$ cat src/rtl/fifo_drain_pkg.sv
// Shared types and widths for the FIFO drain block: FSM state encoding,
// stream data width and statistics counter widths.
package fifo_drain_pkg;

    typedef enum logic [1:0] {
        IDLE = 2'd0,
        RUN  = 2'd1,
        STOP = 2'd2
    } state_t;

    localparam int DATA_W = 32;
    localparam int CNT_W  = 16;
    localparam int ERR_W  = 8;

endpackage

$ cat src/rtl/fifo_drain_buf.sv
// Circular output buffer for fifo_drain: tail-side push of captured words,
// head-side pop on the valid/ready handshake, occupancy counter.
module drain_buf
    import fifo_drain_pkg::*;
#(
    parameter int DEPTH = 4
) (
    input  logic                    clk,
    input  logic                    reset_n,
    input  logic                    push,
    input  logic [DATA_W-1:0]       push_data,
    input  logic                    ready,
    output logic                    m_valid,
    output logic [DATA_W-1:0]       m_data,
    output logic [$clog2(DEPTH):0]  count
);

    localparam int AW = $clog2(DEPTH);

    logic [DATA_W-1:0] mem [DEPTH];
    logic [AW-1:0]     head;
    logic [AW-1:0]     tail;
    logic              pop;

    assign m_valid = (count != '0);
    assign pop     = m_valid & ready;
    // Drive zero while empty so the stream never exposes unreset storage.
    assign m_data  = m_valid ? mem[head] : '0;

    always_ff @(posedge clk) begin
        if (push) begin
            mem[tail] <= push_data;
        end
    end

    always_ff @(posedge clk or negedge reset_n) begin
        if (!reset_n) begin
            head  <= '0;
            tail  <= '0;
            count <= '0;
        end else begin
            if (push) begin
                tail <= tail + 1'b1;
            end
            if (pop) begin
                head <= head + 1'b1;
            end
            case ({push, pop})
                2'b10:   count <= count + 1'b1;
                2'b01:   count <= count - 1'b1;
                default: count <= count;
            endcase
        end
    end

endmodule

$ cat src/rtl/fifo_drain.sv
// FIFO drain: issues reads against a two-cycle-latency FIFO, reserves a buffer
// slot per read and streams the words out. Optional FIFO_DRAIN_STATS_EN adds counters.
module fifo_drain
    import fifo_drain_pkg::*;
#(
    parameter int BUF_DEPTH = 4
) (
    input  logic              clk,
    input  logic              reset_n,
    input  logic              drain_en,
    input  logic              fifo_empty,
    input  logic              fifo_rd_ack,
    input  logic              fifo_rd_err,
    input  logic [DATA_W-1:0] fifo_d_out,
    output logic              fifo_rd_en,
    output logic              m_valid,
    input  logic              m_ready,
    output logic [DATA_W-1:0] m_data,
    output logic              busy
`ifdef FIFO_DRAIN_STATS_EN
    ,
    output logic [CNT_W-1:0]  word_count,
    output logic [ERR_W-1:0]  err_count
`endif
);

    localparam int              AW      = $clog2(BUF_DEPTH);
    localparam logic [AW+1:0]   DEPTH_V = (AW+2)'(BUF_DEPTH);

    state_t          state;
    state_t          next_state;
    logic            req_d1;
    logic            ack_d1;
    logic [1:0]      inflight;
    logic [AW:0]     count;
    logic [AW+1:0]   reserved;

    assign inflight = {1'b0, req_d1} + {1'b0, ack_d1};
    // Every outstanding read already owns a slot, so it counts as occupied.
    assign reserved = {1'b0, count} + {{AW{1'b0}}, inflight};

    assign fifo_rd_en = (state == RUN) && !fifo_empty && (reserved < DEPTH_V);
    assign busy       = (inflight != 2'd0) || (count != '0);

    always_ff @(posedge clk or negedge reset_n) begin
        if (!reset_n) begin
            state <= IDLE;
        end else begin
            state <= next_state;
        end
    end

    always_comb begin
        next_state = state;
        case (state)
            IDLE: if (drain_en) next_state = RUN;
            RUN:  if (!drain_en) next_state = STOP;
            STOP: begin
                if (drain_en) begin
                    next_state = RUN;
                end else if (inflight == 2'd0) begin
                    next_state = IDLE;
                end
            end
            default: next_state = IDLE;
        endcase
    end

    // An error response never becomes pending data, even if ack is also raised.
    always_ff @(posedge clk or negedge reset_n) begin
        if (!reset_n) begin
            req_d1 <= 1'b0;
            ack_d1 <= 1'b0;
        end else begin
            req_d1 <= fifo_rd_en;
            ack_d1 <= req_d1 & fifo_rd_ack & ~fifo_rd_err;
        end
    end

    drain_buf #(
        .DEPTH     (BUF_DEPTH)
    ) u_buf (
        .clk       (clk),
        .reset_n   (reset_n),
        .push      (ack_d1),
        .push_data (fifo_d_out),
        .ready     (m_ready),
        .m_valid   (m_valid),
        .m_data    (m_data),
        .count     (count)
    );

`ifdef FIFO_DRAIN_STATS_EN
    always_ff @(posedge clk or negedge reset_n) begin
        if (!reset_n) begin
            word_count <= '0;
            err_count  <= '0;
        end else begin
            if (m_valid && m_ready && (word_count != '1)) begin
                word_count <= word_count + 1'b1;
            end
            if (req_d1 && fifo_rd_err && (err_count != '1)) begin
                err_count <= err_count + 1'b1;
            end
        end
    end
`endif

endmodule

$ cat config.mk
export PLATFORM = sky130hd
export DESIGN_NAME = fifo_drain
export DESIGN_NICKNAME = d
export VERILOG_FILES = /design/src/rtl/fifo_drain_pkg.sv /design/src/rtl/fifo_drain_buf.sv /design/src/rtl/fifo_drain.sv
export SDC_FILE = /design/constraint.sdc
export NUM_CORES = 1
export LEC_CHECK = 0
export ABC_AREA = 1
export BUFFER_PORTS_ARGS = -buffer_cell sky130_fd_sc_hd__buf_2
export CORE_UTILIZATION = 30
export CTS_CLUSTER_DIAMETER = 100
export DETAILED_ROUTE_END_ITERATION = 7
export PLACE_DENSITY = 0.48
export SYNTH_ARGS = -nofsm -noshare
export SYNTH_HDL_FRONTEND = slang
export SYNTH_SLANG_ARGS = --single-unit
export TNS_END_PERCENT = 20
$ cat constraint.sdc
create_clock -name clk -period 2.1 [get_ports clk]
set_input_delay 0.42 -clock clk [delete_from_list [all_inputs] [get_ports clk]]
set_output_delay 0.42 -clock clk [all_outputs]
set_load 0.02 [all_outputs]
Word level (Yosys, flattened, before mapping)
Memories as Yosys holds them, arrays and structs flattened.
Cells that the tools add are included.
{"block": "word_totals", "ff_bits": 11, "ram_bits": 128, "input_bits": 39, "out_inout_bits": 35, "n_memories": 1}
{"name": "u_buf.mem", "words": 4, "word_bits": 32, "rd": 1, "rd_ports_with_merged_regs": 0, "wr": 1, "line": "fifo_drain_buf.sv:20", "rtl": "logic [DATA_W-1:0] mem [DEPTH];"}
{"block": "op_classes", "add_sub_neg": 6, "order_cmp": 1, "eq_ne": 7, "muxes": 9, "bitwise": 4, "reduce_logical": 10}
{"cell": "2-to-1 mux 32 bit", "count": 1}
{"cell": "2-to-1 mux 2 bit", "count": 4}
{"cell": "one-hot mux 2 bit (3 select lines)", "count": 1}
{"cell": "one-hot mux 3 bit (2 select lines)", "count": 1}
{"cell": "adder 2 x 1 -> 2 bit, second input constant", "count": 2}
{"cell": "adder 3 x 2 -> 4 bit", "count": 1}
{"cell": "== test 2 x 1 -> 1 bit, second input constant", "count": 2}
{"cell": "== test 2 bit, second input constant", "count": 2}
{"cell": "logical NOT 2 bit", "count": 2}
{"cell": "less-than comparator 4 x 3 -> 1 bit, second input constant", "count": 1}
{"cell": "!= test 2 bit, second input constant", "count": 2}
{"cell": "nonzero test 2 bit", "count": 2}
{"cell": "adder 3 x 1 -> 3 bit, second input constant", "count": 1}
{"cell": "bitwise AND 1 bit", "count": 3}
{"cell": "!= test 3 bit, second input constant", "count": 1}
{"cell": "AND reduction 3 bit", "count": 1}
{"cell": "nonzero test 3 bit", "count": 1}
{"cell": "subtractor 3 x 1 -> 3 bit, second input constant", "count": 1}
{"cell": "adder 1 x 1 -> 2 bit", "count": 1}
{"cell": "logical AND 1 bit", "count": 2}
{"cell": "2-to-1 mux 1 bit", "count": 2}
{"cell": "logical NOT 1 bit", "count": 1}
{"cell": "logical OR 1 bit", "count": 1}
{"cell": "NOT 1 bit", "count": 1}

Depth between registers and ports, before layout
Gate-level depths: netlist of run 1.
{"block": "depth", "depth_word": 5, "mapped_depth": 12}

Hierarchy
From an unflattened synthesis of run 1, not the netlist that was laid out.
{"block": "hier_totals", "cells_unflattened": 586, "area_unflattened_um2": 6082.1}
{"module": "drain_buf", "n_inst": 1, "cells_each": 559, "area_each_um2": 5860.6, "seq_area_each_um2": 4018.9}
{"module": "fifo_drain", "n_inst": 1, "cells_each": 27, "area_each_um2": 221.5, "seq_area_each_um2": 100.1}

Worst setup path after synthesis of run 1
No wires, ideal clock.
{"block": "synth_path", "path_kind": "flip-flop to output port", "start": "reg ack_d1", "end": "out fifo_rd_en", "t_arrival_ns": 1.403, "required_time_ns": 1.680, "slack_ns": 0.277, "stages_incl_launch_ff": 6, "n_path_buf": 1, "path_cell_list": "dfrtp_1 clkbuf_1 inv_1 ha_1 and3_1 nor2_1"}
{"block": "synth_via", "elab_chain_cells": 4}
{"element": "start: declaration", "line": "fifo_drain.sv:33", "rtl": "logic ack_d1;"}
{"element": "start signal: assignment", "line": "fifo_drain.sv:76", "rtl": "ack_d1 <= req_d1 & fifo_rd_ack & ~fifo_rd_err;"}
{"element": "adder 1 x 1 -> 2 bit", "line": "fifo_drain.sv:38", "rtl": "assign inflight = {1'b0, req_d1} + {1'b0, ack_d1};"}
{"element": "adder 3 x 2 -> 4 bit", "line": "fifo_drain.sv:40", "rtl": "assign reserved = {1'b0, count} + {{AW{1'b0}}, inflight};"}
{"element": "less-than comparator 4 x 3 -> 1 bit", "line": "fifo_drain.sv:42", "rtl": "assign fifo_rd_en = (state == RUN) && !fifo_empty && (reserved < DEPTH_V);"}
{"element": "logical AND 1 bit", "line": "fifo_drain.sv:42"}
{"element": "end: declaration", "line": "fifo_drain.sv:15", "rtl": "output logic fifo_rd_en,"}
Every way passes these cells.

Worst setup path in the final report of run 1
{"block": "layout_path", "start": "reg u_buf.head[0]", "end": "out m_data[2]"}
{"block": "layout_via", "elab_chain_cells": 2}
{"element": "start: declaration", "line": "fifo_drain_buf.sv:21", "rtl": "logic [AW-1:0] head;"}
{"element": "start signal: assignment", "line": "fifo_drain_buf.sv:46", "rtl": "head <= head + 1'b1;"}
{"element": "memory (4 x 32 bit)"}
{"element": "2-to-1 mux 32 bit", "line": "fifo_drain_buf.sv:28", "rtl": "assign m_data = m_valid ? mem[head] : '0;"}
{"element": "end: declaration", "line": "fifo_drain.sv:18", "rtl": "output logic [DATA_W-1:0] m_data,"}
Every way passes these cells.

==> flow_metrics.env, run 1 <==
export IMPL_crit_start="u_buf.head[0]"
export IMPL_fmax_mhz=469
export IMPL_num_vias=3982
export IMPL_hold_path_end="ack_d1"
export IMPL_synthesis_instances=581
export IMPL_io_pins=74
export IMPL_num_antenna_cells=0
export IMPL_fillers=1896
export IMPL_synthDistinctLibCells=24
export IMPL_slew_violations=0
export IMPL_r2r_cells=8
export IMPL_yosys_warnings=0
export IMPL_dpl_cell_area_mm2=0.00683
export IMPL_clk_pin_slew_worst_paths_ps=60
export IMPL_grt_start_max_net_pins=67
export IMPL_violations="negative setup slack"
export IMPL_syn_num_nets=629
export IMPL_port_buffers=73
export IMPL_outcome="complete, but fails checks"
export IMPL_die_area_mm2=0.0209
export IMPL_cts_max_level=4
export IMPL_yosys_register_bits=139
export IMPL_drcViolationCount=0
export IMPL_max_slew_margin_rel_pct=77.7
export IMPL_min_period_ps=2130
export IMPL_r2r_end="u_buf.count[1]"
export IMPL_cp_max_fo=66
export IMPL_postSynthAreaPerCell_um2=10.5
export IMPL_area_delta_synth_final_pct=26.0
export IMPL_final_hold_viol_count=0
export IMPL_period_share_pct=102
export IMPL_rows=51
export IMPL_regToRegSetupSlack_ps=290
export IMPL_setup_violations=1
export IMPL_crit_path_start_kind="register"
export IMPL_syn_area_mm2=0.00609
export IMPL_hp_start="fifo_rd_err"
export IMPL_grt_pass1_wl_mm=20.2
export IMPL_fin_ws_ps=-32.6
export IMPL_first_pass_iters=4
export IMPL_cts_sinks=139
export IMPL_die_w_um=144
export IMPL_whs_ps=140
export IMPL_start_util_pct=31.0
export IMPL_tightest_slew_ps=335
export IMPL_synth_top_family_by_area="simple AND/OR/NAND/NOR gates"
export IMPL_drtIter0Drc=128
export IMPL_rsz0062_at_grt="yes"
export IMPL_end_kind="output pin"
export IMPL_cts_buffers=17
export IMPL_final_cell_mix="nand2_1 (146), edfxtp_1 (128), inv_1 (89)"
export IMPL_crit_arrival_ps=1710
export IMPL_power_leakage_uw=0.00334
export IMPL_antenna_left=0
export IMPL_nNetsFinal=715
export IMPL_cts_buffer_depth=2
export IMPL_seq_area_mm2=0.00412
export IMPL_holdPathStages=2
export IMPL_routedWlPerCell_um=13.8
export IMPL_final_common_cell="nand2_1"
export IMPL_first_global_vias=3937
export IMPL_power_density_mw_per_mm2=1340
export IMPL_muxShareOfSynthArea_pct=0
export IMPL_gr_usage_all_layers_pct=13.6
export IMPL_maxCapViolCount=0
export IMPL_synthSimpleGateAreaFrac_pct=15.1
export IMPL_gp_congestion=0.709
export IMPL_r2r_start="u_buf.count[0]"
export IMPL_design_area_mm2=0.00767
export IMPL_fin_skew_ps=6.25
export IMPL_vias_per_cell=4.21
export IMPL_grt_overflow=0
export IMPL_dieHeight_um=144
export IMPL_pre_cts_ws_ps=241
export IMPL_yosysSeqAreaShare_pct=67.6
export IMPL_multi_input_comb_area_mm2=0.00133
export IMPL_core_area_mm2=0.0197
export IMPL_synthXorXnorAreaFrac_pct=0.431
export IMPL_path_class="reg -> out"
export IMPL_hpwl_mm=7.71
export IMPL_antenna_found_initial=1
export IMPL_insertion_delay_ps=420
export IMPL_required_ps=1680
export IMPL_synth_compound_area_share_pct=3.04
export IMPL_vdd_ir_drop_max_v=0.000772
export IMPL_drive_gt1_share_pct=28.2
export IMPL_cts_tree="built"
export IMPL_wirelength_mm=13.1
export IMPL_clock_root_buffer="clkbuf_16"
export IMPL_synthAdderAreaFrac_pct=1.97
export IMPL_hp_class="in -> reg"
stage by stage:
step           util, %  instances  TNS (ps)  total power [uW]
2_1_floorplan        -        581         0              5680
5_1_grt           39.0        945      -980             10900
3_5_place_dp      34.7        907         0              6900
3_3_place_gp      34.7        907         0              6820
6_report          39.0        945     -32.6             10300
4_1_cts           38.6        945     -27.9             10200
power breakdown:
part | internal (uW) | switching [uW]
logic | 1460 | 2480
clock network | 1980 | 1110
registers | 3150 | 84.0
logic make-up after synthesis:
family	after synthesis
compound gates	37
xor+xnor	3
fa+ha+maj	9
buf+inv	173
flops	139
simple gates	220
cell type report:
cell class	count	share of cell area [%]
clock inverters	15	2.58
inverters	148	7.37
clock buffers	17	5.54
well taps	265	4.32
flip-flops and latches	139	53.7
multi-input cells	269	17.3
repair buffers	92	9.15
worst max-delay path, stage by stage (launching register included):
cell and delay [ps]:
dfrtp_2 440, buf_12 200, nand2_1 120, nand3_1 100
a21oi_2 220, buf_4 180
worst max path at each step:
| stage | endpoint | slack [ps] | cells past startpoint |
|---|---|---|---|
| floorplan | fifo_rd_en | 280 | 5 |
| global placement | fifo_rd_en | 260 | 5 |
| detailed placement | fifo_rd_en | 240 | 5 |
| CTS | fifo_rd_en | -30 | 6 |
| global route | m_data[27] | -70 | 6 |
| finish | m_data[2] | -30 | 5 |
flip-flops by register name (all words and copies together) (netlist names):
register	flops
state	2
ack_d1	1
req_d1	1
u_buf.head	2
u_buf.tail	2
u_buf.count	3
u_buf.mem	128
synth_stat cells:
| cell type | number | area (um2) |
|---|---|---|
| xor2_1 | 1 | 8.76 |
| clkbuf_1 | 4 | 15.0 |
| edfxtp_1 | 128 | 3840 |
| inv_2 | 43 | 161 |
| buf_2 | 14 | 70.1 |
| nand3_2 | 1 | 10.0 |
| o21ai_1 | 2 | 10.0 |
| xnor2_1 | 2 | 17.5 |
| buf_6 | 6 | 67.6 |
| clkinv_1 | 9 | 33.8 |
| buf_4 | 1 | 7.51 |
| nor2_1 | 3 | 11.3 |
| nand3_1 | 67 | 335 |
| o21ai_0 | 1 | 5.00 |
| and3_1 | 1 | 6.26 |
| nand2_1 | 146 | 548 |
| fa_1 | 1 | 20.0 |
| dfrtp_1 | 11 | 275 |
| ha_1 | 8 | 100 |
| a21oi_1 | 34 | 170 |
| clkinv_2 | 2 | 10.0 |
| nand4_1 | 1 | 6.26 |
| inv_1 | 94 | 353 |
| nor3_1 | 1 | 5.00 |
layer usage:
metal / vias to the layer above / routed length (um) / track usage (%)
met2: 74 / 6820 / 24.3
met1: 1885 / 5430 / 14.7
met4: 2 / 198 / 5.60
li1: 2004 / - / -
met3: 17 / 610 / 4.37
met5: - / 13 / 0
timing repair:
item,4_1_cts,5_1_grt
cloned,0,0
gates resized for setup,30,24
pin swaps,3,6
endpoints found under the setup margin,33,34
setup buffers,5,0
hold endpoints to repair,11,0
hold buffers,1,0
Power figures use the tool's default switching activity.
==> run 2, diff against run 1 <==
Settings changed: SKIP_CTS_REPAIR_TIMING set to 1.
==> flow_metrics.env, run 2 (synthesis gave the netlist of run 1 again) <==
export IMPL_drive_gt1_share_pct=28.8
export IMPL_drcViolationCount=0
export IMPL_drtIter0Drc=130
export IMPL_grt_start_max_net_pins=67
export IMPL_clk_pin_slew_worst_paths_ps=60
export IMPL_vias_per_cell=4.23
export IMPL_grt_overflow=0
export IMPL_cts_sinks=139
export IMPL_wirelength_mm=13.2
export IMPL_first_pass_iters=5
export IMPL_design_area_mm2=0.00771
export IMPL_final_common_cell="nand2_1"
export IMPL_die_area_mm2=0.0209
export IMPL_cts_max_level=4
export IMPL_first_global_vias=3873
export IMPL_maxCapViolCount=0
export IMPL_area_delta_synth_final_pct=26.6
export IMPL_cts_buffers=17
export IMPL_max_slew_margin_rel_pct=77.5
export IMPL_dieHeight_um=144
export IMPL_antenna_found_initial=1
export IMPL_required_ps=1680
export IMPL_hpwl_mm=7.71
export IMPL_seq_area_mm2=0.00412
export IMPL_whs_ps=140
export IMPL_top_register="u_buf.mem"
export IMPL_vdd_ir_drop_max_v=0.000780
export IMPL_core_area_mm2=0.0197
export IMPL_end_kind="output pin"
export IMPL_num_vias=3997
export IMPL_insertion_delay_ps=420
export IMPL_pre_cts_ws_ps=241
export IMPL_routedWlPerCell_um=14.0
export IMPL_gr_usage_all_layers_pct=13.5
export IMPL_io_pins=74
export IMPL_power_leakage_uw=0.00334
export IMPL_clock_root_buffer="clkbuf_16"
export IMPL_wirelength_met1_mm=5.44
export IMPL_final_cell_mix="nand2_1 (146), edfxtp_1 (128), inv_1 (88)"
export IMPL_power_density_mw_per_mm2=1340
export IMPL_num_antenna_cells=0
export IMPL_setup_violations=2
export IMPL_slew_violations=0
export IMPL_antenna_left=0
export IMPL_tightest_slew_ps=338
export IMPL_hp_class="in -> reg"
export IMPL_crit_path_start_kind="register"
export IMPL_path_class="reg -> out"
export IMPL_largest_reg_flops=128
export IMPL_fmax_mhz=467
export IMPL_rsz0062_at_grt="yes"
export IMPL_final_hold_viol_count=0
export IMPL_cts_buffer_depth=2
export IMPL_violations="negative setup slack"
export IMPL_top_regs="u_buf.mem: 128 flops, u_buf.count: 3 flops"
export IMPL_start_util_pct=31.0
export IMPL_cp_max_fo=66
export IMPL_routed_wl_met2_mm=6.85
export IMPL_crit_arrival_ps=1720
export IMPL_outcome="complete, but fails checks"
export IMPL_min_period_ps=2140
export IMPL_period_share_pct=102
export IMPL_gp_congestion=0.709
export IMPL_port_buffers=73
export IMPL_fin_ws_ps=-40.1
export IMPL_cts_tree="built"
export IMPL_multi_input_comb_area_mm2=0.00135
export IMPL_fillers=1889
export IMPL_dpl_cell_area_mm2=0.00683
export IMPL_met3_length_um=694
export IMPL_rows=51
export IMPL_fin_util_pct=39.2
export IMPL_fin_skew_ps=6.52
export IMPL_die_w_um=144
export IMPL_top_layer="met5"
export IMPL_grt_pass1_wl_mm=20.1
export IMPL_nNetsFinal=715
-- run 2: cell count changes in the layout (fill, tap and decap cells not counted), moves of 2 or more --
| cell | before | now |
|---|---|---|
| a21oi_1 | 24 | 21 |
| a21oi_2 | 10 | 13 |
| inv_2 | 45 | 47 |
| buf_2 | 51 | 53 |
| buf_4 | 27 | 24 |
| nand3_2 | 2 | 0 |
-- run 2: final timing paths --
path	from	end	slack [ps]	cells after the start
setup reg to reg	u_buf.count[1]	u_buf.count[1]	330	8
max in group asynchronous	reset_n	u_buf.head[1]	1460	2
hold / removal	fifo_rd_err	ack_d1	140	2
setup / recovery	u_buf.head[0]	m_data[2]	-40	5
hold reg to reg	u_buf.count[2]	u_buf.count[2]	490	2
min in group asynchronous	reset_n	u_buf.count[0]	400	2
-- run 2: through the flow --
stage                     std cells  setup TNS, ps  total power, uW
final                           945          -40.3            10300
after global routing            945           -968            10900
after CTS                       939          -2030            10000
after detailed placement        907              0             6900
after global placement          907              0             6820
after floorplan                 581              0             5680
-- run 2: report_power, final --
group	switching, uW	internal [uW]	total (uW)
logic	2520	1490	4000
clock network	1110	1980	3090
registers	96.2	3150	3240
-- run 2: per-layer routing --
layer,vias to the layer above,GRT usage [%]
li1,2006,-
met1,1890,14.5
met2,81,24.3
met3,18,4.34
met4,2,5.60
met5,-,0
-- run 2: final cells by class --
class / count / share of cell area [%]
well taps: 265 / 4.30
inverters: 148 / 7.30
repair buffers: 92 / 9.27
clock inverters: 15 / 2.56
clock buffers: 17 / 5.52
multi-input cells: 269 / 17.5
flip-flops and latches: 139 / 53.5
-- run 2: worst max-delay path, stage by stage (launching register included) --
cell	delay, ps
dfrtp_2	440
buf_12	210
nand2_1	120
nand3_1	100
a21oi_2	220
buf_4	180
==> run 3, diff against run 2 <==
Clock period 2.1 ns to 2.57 ns, I/O delays scaled along.
==> flow_metrics.env, run 3 (synthesis gave the netlist of run 1 again) <==
export IMPL_cts_buffers=17
export IMPL_critPathSlowestCell="dfrtp_2"
export IMPL_timing_setup_tns_ps=0
export IMPL_grt_pass1_wl_mm=21.0
export IMPL_grt_start_max_net_pins=44
export IMPL_vdd_ir_drop_max_v=0.000522
export IMPL_wirelength_mm=13.4
export IMPL_cts_buffer_depth=2
export IMPL_fmax_mhz=424
export IMPL_gr_usage_all_layers_pct=13.9
export IMPL_drcViolationCount=0
export IMPL_die_area_mm2=0.0209
export IMPL_maxCapViolCount=0
export IMPL_fin_cells=943
export IMPL_clock_root_buffer="clkbuf_16"
export IMPL_cts_tree="built"
export IMPL_top_regs="u_buf.mem: 128 flops, u_buf.count: 3 flops"
export IMPL_routed_wl_met2_mm=6.80
export IMPL_final_common_cell="nand2_1"
export IMPL_port_buffers=73
export IMPL_required_ps=2060
export IMPL_first_pass_iters=4
export IMPL_max_slew_margin_rel_pct=62.9
export IMPL_antenna_left=0
export IMPL_path_class="reg -> out"
export IMPL_outcome="finished, final reports clean"
export IMPL_setup_violations=0
export IMPL_cp_max_fo=20
export IMPL_start_util_pct=31.0
export IMPL_crit_path_start_kind="register"
export IMPL_final_hold_viol_count=0
export IMPL_min_period_ps=2360
export IMPL_dp_cells=908
export IMPL_vias_per_cell=4.29
export IMPL_cts_max_level=4
export IMPL_routedWlPerCell_um=14.3
export IMPL_critPathMaxStageDelay_ps=400
export IMPL_gp_congestion=0.748
export IMPL_antenna_found_initial=0
export IMPL_clk_pin_slew_worst_paths_ps=60
export IMPL_nNetsFinal=713
export IMPL_die_w_um=144
export IMPL_largest_reg_flops=128
export IMPL_dpl_cell_area_mm2=0.00677
export IMPL_rsz0062_at_grt="no"
export IMPL_power_leakage_uw=0.00329
export IMPL_fin_skew_ps=6.33
export IMPL_top_register="u_buf.mem"
export IMPL_top_layer="met4"
export IMPL_final_cell_mix="nand2_1 (146), edfxtp_1 (128), inv_1 (90)"
export IMPL_slew_violations=0
export IMPL_wirelength_met1_mm=5.86
export IMPL_dieHeight_um=144
export IMPL_area_delta_synth_final_pct=21.9
export IMPL_design_area_mm2=0.00742
export IMPL_path_cells="inv_2, buf_12, nand3_1, a21oi_1, buf_2"
export IMPL_insertion_delay_ps=410
export IMPL_crit_buf_inv=3
export IMPL_cts_sinks=139
export IMPL_num_vias=4044
export IMPL_tightest_slew_ps=556
export IMPL_crit_arrival_ps=1850
export IMPL_hp_class="in -> reg"
export IMPL_drtIter0Drc=229
export IMPL_num_antenna_cells=0
export IMPL_grt_overflow=0
export IMPL_drive_gt1_share_pct=25.4
export IMPL_regToRegSetupSlack_ps=760
export IMPL_core_area_mm2=0.0197
export IMPL_first_global_vias=3959
export IMPL_met3_length_um=596
export IMPL_crit_family="buffers and inverters"
export IMPL_rows=51
export IMPL_end_kind="output pin"
export IMPL_period_share_pct=91.8
export IMPL_power_density_mw_per_mm2=1080
export IMPL_io_pins=74
export IMPL_hpwl_mm=8.41
## run 3: cell count changes in the layout (fill, tap and decap cells not counted), sizes merged
cell      previous run  this run
inv                139       138
buf                 90        89
clkinv              15        17
clkinvlp             5         4
clkbuf              18        17
## run 3: power breakdown
| part | leakage (uW) | total, uW | switching [uW] | internal (uW) |
|---|---|---|---|---|
| clock network | 0.000293 | 2540 | 915 | 1620 |
| registers | 0.00129 | 2640 | 69.3 | 2570 |
| logic | 0.00171 | 2840 | 1960 | 890 |
| total | 0.00329 | 8020 | 2940 | 5080 |
## run 3: worst paths after layout
kind,startpoint,end,depth (start not counted)
max,u_buf.head[1],m_data[20],5
min,fifo_rd_err,ack_d1,2
max reg2reg,u_buf.count[1],u_buf.count[2],11
min reg2reg,u_buf.count[2],u_buf.count[2],2
max in group asynchronous,reset_n,u_buf.head[1],2
min in group asynchronous,reset_n,state[1],2
## run 3: cell type report
class	instances	area (um2)
repair buffers	90	533
clock buffers	17	425
well taps	265	332
inverters	148	558
clock inverters	15	199
fillers	1982	12200
flip-flops and latches	139	4120
multi-input cells	269	1250
## run 3: routing by layer
layer | global-route usage, % | vias to the layer above
li1 | - | 2006
met1 | 17.0 | 1957
met2 | 23.1 | 67
met3 | 3.84 | 14
met4 | 5.43 | 0
met5 | 0 | -
## run 3: per-stage QoR
step,worst slack (ps),total power (uW),utilization [%],hold slack (ps)
after detailed placement,568,5560,34.5,410
after CTS,109,8120,37.6,-41.1
after floorplan,653,4640,-,218
after global routing,31.3,8510,37.8,225
final,210,8020,37.8,240
after global placement,577,5510,34.5,417
